## src/rtl/regfile_pkg.sv

```systemverilog
// Shared constants and helpers for the parametrised register file.
// Provides default geometry, an address-width helper and packed-slice indexing.
package regfile_pkg;

    localparam int DEF_WIDTH  = 32'sd32;
    localparam int DEF_DEPTH  = 32'sd32;
    localparam int DEF_NUM_RD = 32'sd2;

    // Address width for a given entry count, never narrower than one bit
    function automatic int clog2(input int value);
        int r;
        r = 32'sd0;
        for (int i = 32'sd0; i < 32'sd31; i++) begin
            if ((32'sd1 << i) < value) begin
                r = i + 32'sd1;
            end
        end
        return (r < 32'sd1) ? 32'sd1 : r;
    endfunction

    // Low bit of slice idx in a packed vector of w-bit fields
    function automatic int sliceLo(input int idx, input int w);
        return idx * w;
    endfunction

endpackage

```

## src/rtl/regfile_read_port.sv

```systemverilog
// One read port of the register file: address decode, optional bypass
// from the write port and the optional output register.
module regfile_read_port
    import regfile_pkg::*;
#(
    parameter int WIDTH    = DEF_WIDTH,
    parameter int DEPTH    = DEF_DEPTH,
    parameter int ADDR_W   = clog2(DEF_DEPTH),
    parameter int RD_REG   = 32'sd1,
    parameter int BYPASS   = 32'sd1,
    parameter int ZERO_REG = 32'sd0
) (
    input  logic                   clk,
    input  logic                   reset,
    input  logic [DEPTH*WIDTH-1:0] entries,
    input  logic                   wrLegal,
    input  logic [ADDR_W-1:0]      wrAddr,
    input  logic [WIDTH-1:0]       writeData,
    input  logic                   rdEn,
    input  logic [ADDR_W-1:0]      rdAddr,
    output logic [WIDTH-1:0]       rdData,
    output logic                   rdValid
);

    localparam int              AW1     = ADDR_W + 32'sd1;
    localparam logic [ADDR_W:0] DEPTH_V = AW1'(DEPTH);

    logic [WIDTH-1:0] readVal_s;
    logic             inRange_s;

    // Select the addressed entry; out-of-range and hardwired-zero reads return 0
    always_comb begin
        readVal_s = {WIDTH{1'b0}};
        inRange_s = ({1'b0, rdAddr} < DEPTH_V);
        if (!inRange_s) begin
            readVal_s = {WIDTH{1'b0}};
        end else if ((ZERO_REG != 32'sd0) && (rdAddr == {ADDR_W{1'b0}})) begin
            readVal_s = {WIDTH{1'b0}};
        end else begin
            readVal_s = entries[int'(rdAddr) * WIDTH +: WIDTH];
        end
    end

    if (RD_REG != 32'sd0) begin : gRegistered
        logic [WIDTH-1:0] rdData_r;
        logic             rdValid_r;
        logic             bypassHit_s;

        // wrLegal already excludes reload cycles, so reloads never forward
        always_comb begin
            bypassHit_s = (BYPASS != 32'sd0) && wrLegal && (wrAddr == rdAddr);
        end

        // Output register: data captured only on enabled reads, valid every cycle
        always_ff @(posedge clk) begin
            if (reset) begin
                rdData_r  <= {WIDTH{1'b0}};
                rdValid_r <= 1'b0;
            end else begin
                rdValid_r <= rdEn;
                if (rdEn) begin
                    rdData_r <= bypassHit_s ? writeData : readVal_s;
                end
            end
        end

        assign rdData  = rdData_r;
        assign rdValid = rdValid_r;
    end else begin : gComb
        assign rdData  = readVal_s;
        assign rdValid = rdEn;
    end

endmodule

```

## src/rtl/register_file_param.sv

```systemverilog
// Parametrised register file: write decoder, entry array with per-entry
// reset values, dirty bitmap, reload command and NUM_RD read ports.
module register_file_param
    import regfile_pkg::*;
#(
    parameter  int WIDTH    = DEF_WIDTH,
    parameter  int DEPTH    = DEF_DEPTH,
    parameter  int NUM_RD   = DEF_NUM_RD,
    parameter  int RD_REG   = 32'sd1,
    parameter  int BYPASS   = 32'sd1,
    parameter  int ZERO_REG = 32'sd0,
    localparam int ADDR_W   = clog2(DEPTH)
) (
    input  logic                    clk,
    input  logic                    reset,
    input  logic [DEPTH*WIDTH-1:0]  initData,
    input  logic                    reload,
    input  logic                    regWrite,
    input  logic [ADDR_W-1:0]       wrAddr,
    input  logic [WIDTH-1:0]        writeData,
    input  logic [NUM_RD-1:0]       rdEn,
    input  logic [NUM_RD*ADDR_W-1:0] rdAddr,
    output logic [NUM_RD*WIDTH-1:0] rdData,
    output logic [NUM_RD-1:0]       rdValid,
    output logic [DEPTH-1:0]        dirty
);

    localparam int              AW1     = ADDR_W + 32'sd1;
    localparam logic [ADDR_W:0] DEPTH_V = AW1'(DEPTH);

    logic [WIDTH-1:0]       entry_r [DEPTH];
    logic [WIDTH-1:0]       initVal_s [DEPTH];
    logic [DEPTH*WIDTH-1:0] entriesFlat_s;
    logic [DEPTH-1:0]       wrDec_s;
    logic [DEPTH-1:0]       dirty_r;
    logic                   wrLegal_s;

    // Write qualification and one-hot decode of the encoded write address
    always_comb begin
        wrDec_s   = {DEPTH{1'b0}};
        wrLegal_s = regWrite && !reload && ({1'b0, wrAddr} < DEPTH_V) &&
                    !((ZERO_REG != 32'sd0) && (wrAddr == {ADDR_W{1'b0}}));
        for (int i = 32'sd0; i < DEPTH; i++) begin
            wrDec_s[i] = wrLegal_s && (wrAddr == ADDR_W'(i));
        end
    end

    // Per-entry reset/reload values and the flattened array view for the read ports
    always_comb begin
        entriesFlat_s = {(DEPTH*WIDTH){1'b0}};
        for (int i = 32'sd0; i < DEPTH; i++) begin
            if ((ZERO_REG != 32'sd0) && (i == 32'sd0)) begin
                initVal_s[i] = {WIDTH{1'b0}};
            end else begin
                initVal_s[i] = initData[sliceLo(i, WIDTH) +: WIDTH];
            end
            entriesFlat_s[sliceLo(i, WIDTH) +: WIDTH] = entry_r[i];
        end
    end

    // Entry array: reset and reload restore initial values, otherwise decoded writes
    always_ff @(posedge clk) begin
        for (int i = 32'sd0; i < DEPTH; i++) begin
            if (reset || reload) begin
                entry_r[i] <= initVal_s[i];
            end else if (wrDec_s[i]) begin
                entry_r[i] <= writeData;
            end
        end
    end

    // Dirty bitmap accumulates legal writes until the next reset or reload
    always_ff @(posedge clk) begin
        if (reset || reload) begin
            dirty_r <= {DEPTH{1'b0}};
        end else begin
            dirty_r <= dirty_r | wrDec_s;
        end
    end

    assign dirty = dirty_r;

    for (genvar p = 0; p < NUM_RD; p++) begin : gPort
        regfile_read_port #(
            .WIDTH   (WIDTH),
            .DEPTH   (DEPTH),
            .ADDR_W  (ADDR_W),
            .RD_REG  (RD_REG),
            .BYPASS  (BYPASS),
            .ZERO_REG(ZERO_REG)
        ) uPort (
            .clk      (clk),
            .reset    (reset),
            .entries  (entriesFlat_s),
            .wrLegal  (wrLegal_s),
            .wrAddr   (wrAddr),
            .writeData(writeData),
            .rdEn     (rdEn[p]),
            .rdAddr   (rdAddr[sliceLo(p, ADDR_W) +: ADDR_W]),
            .rdData   (rdData[sliceLo(p, WIDTH) +: WIDTH]),
            .rdValid  (rdValid[p])
        );
    end

endmodule

```

## config.mk

```make
export PLATFORM = sky130hd
export DESIGN_NAME = register_file_param
export DESIGN_NICKNAME = d
export VERILOG_FILES = /design/src/rtl/regfile_pkg.sv /design/src/rtl/regfile_read_port.sv /design/src/rtl/register_file_param.sv
export SDC_FILE = /design/constraint.sdc
export NUM_CORES = 2
export LEC_CHECK = 0
export CAP_MARGIN = 20
export CORE_AREA = 2 2 461 463
export CTS_BUF_LIST = sky130_fd_sc_hd__clkbuf_2
export DETAILED_ROUTE_END_ITERATION = 8
export DIE_AREA = 0 0 463 465
export PLACE_DENSITY_LB_ADDON = 0.12
export SLEW_MARGIN = 15
export SYNTH_ARGS = -nofsm -noshare
export SYNTH_HDL_FRONTEND = slang
export SYNTH_SLANG_ARGS = --single-unit
```

## constraint.sdc

```tcl
create_clock -name clk -period 5 [get_ports clk]
set_input_delay 1.25 -clock clk [delete_from_list [all_inputs] [get_ports clk]]
set_output_delay 1.25 -clock clk [all_outputs]
set_load 0.03 [all_outputs]
```

### Word level (Yosys, flattened, before mapping)

Memory sizes are Yosys's and may differ from the RTL's.
Index checks and enable logic that the tools add are counted.

* register bits: 98
* logic and storage cells: 244
* bits in latches: 0
* memories: 1
* output and inout bits: 98
* bits of input ports: 1077
* ROM bits: 0
* RAM bits: 1024

* shifts and indexed selects: 2
* mux-type cells: 132
* divide/modulo/power cells: 0
* equal/unequal tests: 33
* bitwise logic cells: 33
* reductions and logical operators: 38
* $lt $le $gt $ge: 0
* add/sub/neg operators: 0
* multipliers: 0

Memory list
* entry_r: depth 32, bits a word 32, rd ports 32, clocked after Yosys merged registers in 0, write ports 32, RTL line register_file_param.sv:31 `logic [WIDTH-1:0] entry_r [DEPTH];`

Operator list (count)
* variable part select 1024 x 11 -> 32 bit: 2
* two-way mux 32 bit: 34
* two-way mux 1 bit: 98
* equality test 5 bit, second input constant: 16
* equality test 5 x 4 -> 1 bit, second input constant: 8
* logical AND 1 bit: 35
* OR 1 bit: 32
* OR 32 bit: 1
* equality test 5 x 3 -> 1 bit, second input constant: 4
* equality test 5 x 2 -> 1 bit, second input constant: 2
* equality test 5 bit: 2
* equality test 5 x 1 -> 1 bit, second input constant: 1
* logical NOT 5 bit: 1
* logical NOT 1 bit: 1
* logical OR 1 bit: 1

### Logic depth before layout (Yosys ltp)

* depth in word-level cells: 7
* gate-level depth with buffers: 9
* depth with buffers taken out: 5

### Modules after synthesis

From an unflattened synthesis, not the netlist that was laid out.

* cells, all modules: 3962
* area, all modules: 64813.4 um^2

Modules (own cells, without submodules)
* register_file_param: instances 1, seq. area each 31390.1 um^2, area an instance 44906.8 um^2, cells an instance 2442
* regfile_read_port: instances 2, seq. area each 660.6 um^2, area an instance 9953.3 um^2, cells an instance 760

### Worst setup path before layout

Ideal clock, no wire load.

* kind: input -> register
* from: input port wrAddr[3]
* to: memory entry_r[0][352] in the netlist's numbering (enable)
* setup slack: 414 ps
* data required time: 4534 ps
* arrival time: 4120 ps
* buffers on the path: 1
* stages: 4
* cell sequence: buf_2 > nor2b_1 > nand3_1 > o21ai_0

RTL lines
* start: declaration: RTL line register_file_param.sv:19 `input logic [ADDR_W-1:0] wrAddr,`
* end: declaration: RTL line register_file_param.sv:31

### Final worst setup path

* from: register gPort[1].uPort.gRegistered.rdData_r[10]
* to: output port rdData[42]

RTL lines
* start: declaration: RTL line regfile_read_port.sv:45 `logic [WIDTH-1:0] rdData_r;`
* start signal: assignment: RTL line regfile_read_port.sv:57 `rdData_r <= {WIDTH{1'b0}};`
* start signal: assignment: RTL line regfile_read_port.sv:62 `rdData_r <= bypassHit_s ? writeData : readVal_s;`
* end: declaration: RTL line register_file_param.sv:23 `output logic [NUM_RD*WIDTH-1:0] rdData,`

No word-level cell between the ends.

==> metrics.cfg <==
[global_route]
antenna_found_initial=38
met3_usage=0.0563
track_usage=0.315
grt_max_degree=67
grt_pass1_wl_mm=462
use_met2=0.536
grt_pass1_vias=53000
gr-total-overflow=0
top_usage_layer=met2
use_met1=0.383

[pwr]
fin_total_pwr_mw=24.7
p_leak_nw=33.6
p_per_area_mw_per_mm2=268
ir_drop_v=0.000241

[finish]
nets=7256
syn_to_final_growth_pct=44.8
finish.utilization=0.438
layout-drive-gt1-share=0.371

[detailed_routing]
viasPerCell=5.52
routed_wl_mm=348
vias=51200
wire_per_inst_um=37.5
drtIter0Drc=5050
route.detailed.drc=0
antenna_left=0
drt_pass1_iterations=6

[yosys]
synthTopCellsByArea=edfxtp_1 (48%), mux4_2 (19%), mux2_2 (18%), mux2i_1 (3.7%), dfxtp_1 (3.1%)
synth_edf_count=1024
synth_seq_cells=1122
synth_top_cell_area_share=0.482
synth_area_leader_cell=edfxtp_1
synthDistinctLibCells=48
synthMostInstantiatedCell=edfxtp_1
netlist_area_mm2=0.0638
synth_common_cells=edfxtp_1 (1,024), mux2_2 (1,004), mux4_2 (528)
yosys_warnings=0
synth.net_count=4996
async_flop_share=0
yosysSeqAreaShare=0.512
syn_area_per_cell_um2=16.3
synth_flop_cell=edfxtp_1
synthCells=3919

[timing]
layout_min_cycle_time_ps=4350
max_slew_margin=0.122
slew_violations=0
final_hold_viol_count=0
setup-violations-final=0
worst_pin_slew_ps=1320
max_freq_ghz=0.230
skew_ps=198
period_share=0.870
rsz0062_at_grt=no
tns_ps=0

[setup_path]
critPathMaxStageDelay_ps=720
crit_path_end_kind=output port
worstSetupPathType=flop to output port
cp_num_buf_inv=1
start_kind=flop
cp_slowest_cell=clkdlybuf4s50_1
worstPathMaxFanout=2
cp_top_family=buffers and inverters
crit_chain=clkdlybuf4s50_1
cp.arrival_ps=3100
required_ps=3750

[place]
gp_congestion=0.906
place.detailed.hpwl_mm=245
io_buffer_count=1174

[die]
fp-row-count=169
die_w_um=463
start_util=0.303
dieArea_mm2=0.215
coreArea_mm2=0.211
die_h_um=465
ioPinCount=1175

[cts]
htree_levels=5
cts_tree=done
cts_resized=0
clockRootBuffer=clkbuf_2
numCtsBuffers=345
path_clk_slew_ps=100
cts_max_path_buffers=4
clock_sinks=1122
clk-insertion-delay-late_ps=1950

[run]
maxCapViolCount=0

[hold_path]
hold_path_class=input port to flop

[status]
status=complete, no violations

per-layer routing:
metal / part of all wire / up-vias
li1: - / 20800
met5: 0.00036 / -
met4: 0.056 / 18
met3: 0.070 / 605
met1: 0.38 / 26800
met2: 0.49 / 2929
worst register-to-register path, stage by stage, from the launching register on:
cell and delay [ps]:
edfxtp_1 400, mux4_2 470, mux2i_1 710, o211ai_1 200
o2111ai_1 170, a311oi_1 110, dlygate4sd3_1 600
timing repair:
| action | in CTS | in global routing |
|---|---|---|
| hold endpoints to repair | 1003 | 0 |
| hold buffers | 939 | 0 |
| buffers inserted | 0 | 0 |
cell usage in the layout, fill, tap and decap left out, drive strengths merged, types with 11 or more instances in the layout:
master / instances
a21oi: 29
a22oi: 55
a311oi: 15
a31oi: 12
buf: 238
clkbuf: 505
clkdlybuf4s50: 1150
clkinv: 83
dfxtp: 98
diode: 22
dlygate4sd3: 939
edfxtp: 1024
inv: 11
mux2: 1024
mux2i: 234
mux4: 528
nand2: 107
nand3: 12
nor2: 124
nor2b: 18
nor3: 16
nor4: 34
o211ai: 20
o21ai: 56
o22ai: 25
flip-flops by register name, summed over array words and instances, names as in the netlist:
| register | flops |
|---|---|
| dirty | 32 |
| entry_r | 1024 |
| gPort.uPort.rdData | 64 |
| gPort.uPort.rdValid | 2 |
cell type report:
cell class,instances,area (um^2)
inverters,4,20.0
diodes,22,55.1
fillers,19200,118000
well taps,2821,3530
clock inverters,91,374
flip-flops and latches,1122,32700
clock buffers,505,2530
multi-input cells,2379,29700
repair buffers,2327,23500
final timing paths:
| path | slack [ps] | cells past startpoint | start | endpoint |
|---|---|---|---|---|
| max | 650 | 1 | gPort[1].uPort.rdData[10]$_SDFFE_PP0P_ | rdData[42] |
| min | 270 | 2 | initData[271] | entry_r[0][271]$_DFFE_PP_ |
| max reg2reg | 2310 | 6 | entry_r[1][492]$_DFFE_PP_ | gPort[0].uPort.rdData[12]$_SDFFE_PP0P_ |
| min reg2reg | 450 | 2 | dirty[6]$_SDFF_PP0_ | dirty[6]$_SDFF_PP0_ |
cells by family after synthesis:
kind of cell,after synthesis,share of synthesized area
AND/OR/NAND/NOR,331,0.0233
AO/OA/AOI/OAI,252,0.0264
buffers and inverters,418,0.0318
flip-flops,1122,0.512
XOR/XNOR,10,0.00137
multiplexers,1786,0.405
report_power, final:
part | total (mW) | switching (mW) | internal (mW) | leakage (nW)
clock | 7.30 | 4.57 | 2.73 | 2.28
sequential | 11.7 | 0.485 | 11.2 | 11.2
combinational | 5.76 | 2.79 | 2.97 | 20.1
total | 24.7 | 7.85 | 16.9 | 33.6
through the flow:
| step | hold slack (ps) | area [um^2] | worst slack, ps | cells |
|---|---|---|---|---|
| after floorplan | 570 | 63800 | 414 | 3919 |
| after global placement | 432 | 80000 | 688 | 7709 |
| after detailed placement | 434 | 80100 | 663 | 7713 |
| after CTS | 0.0506 | 92400 | 315 | 9248 |
| after global routing | 79.7 | 92400 | 468 | 9263 |
| final | 274 | 92400 | 650 | 9271 |
Power figures use the tool's default switching activity.
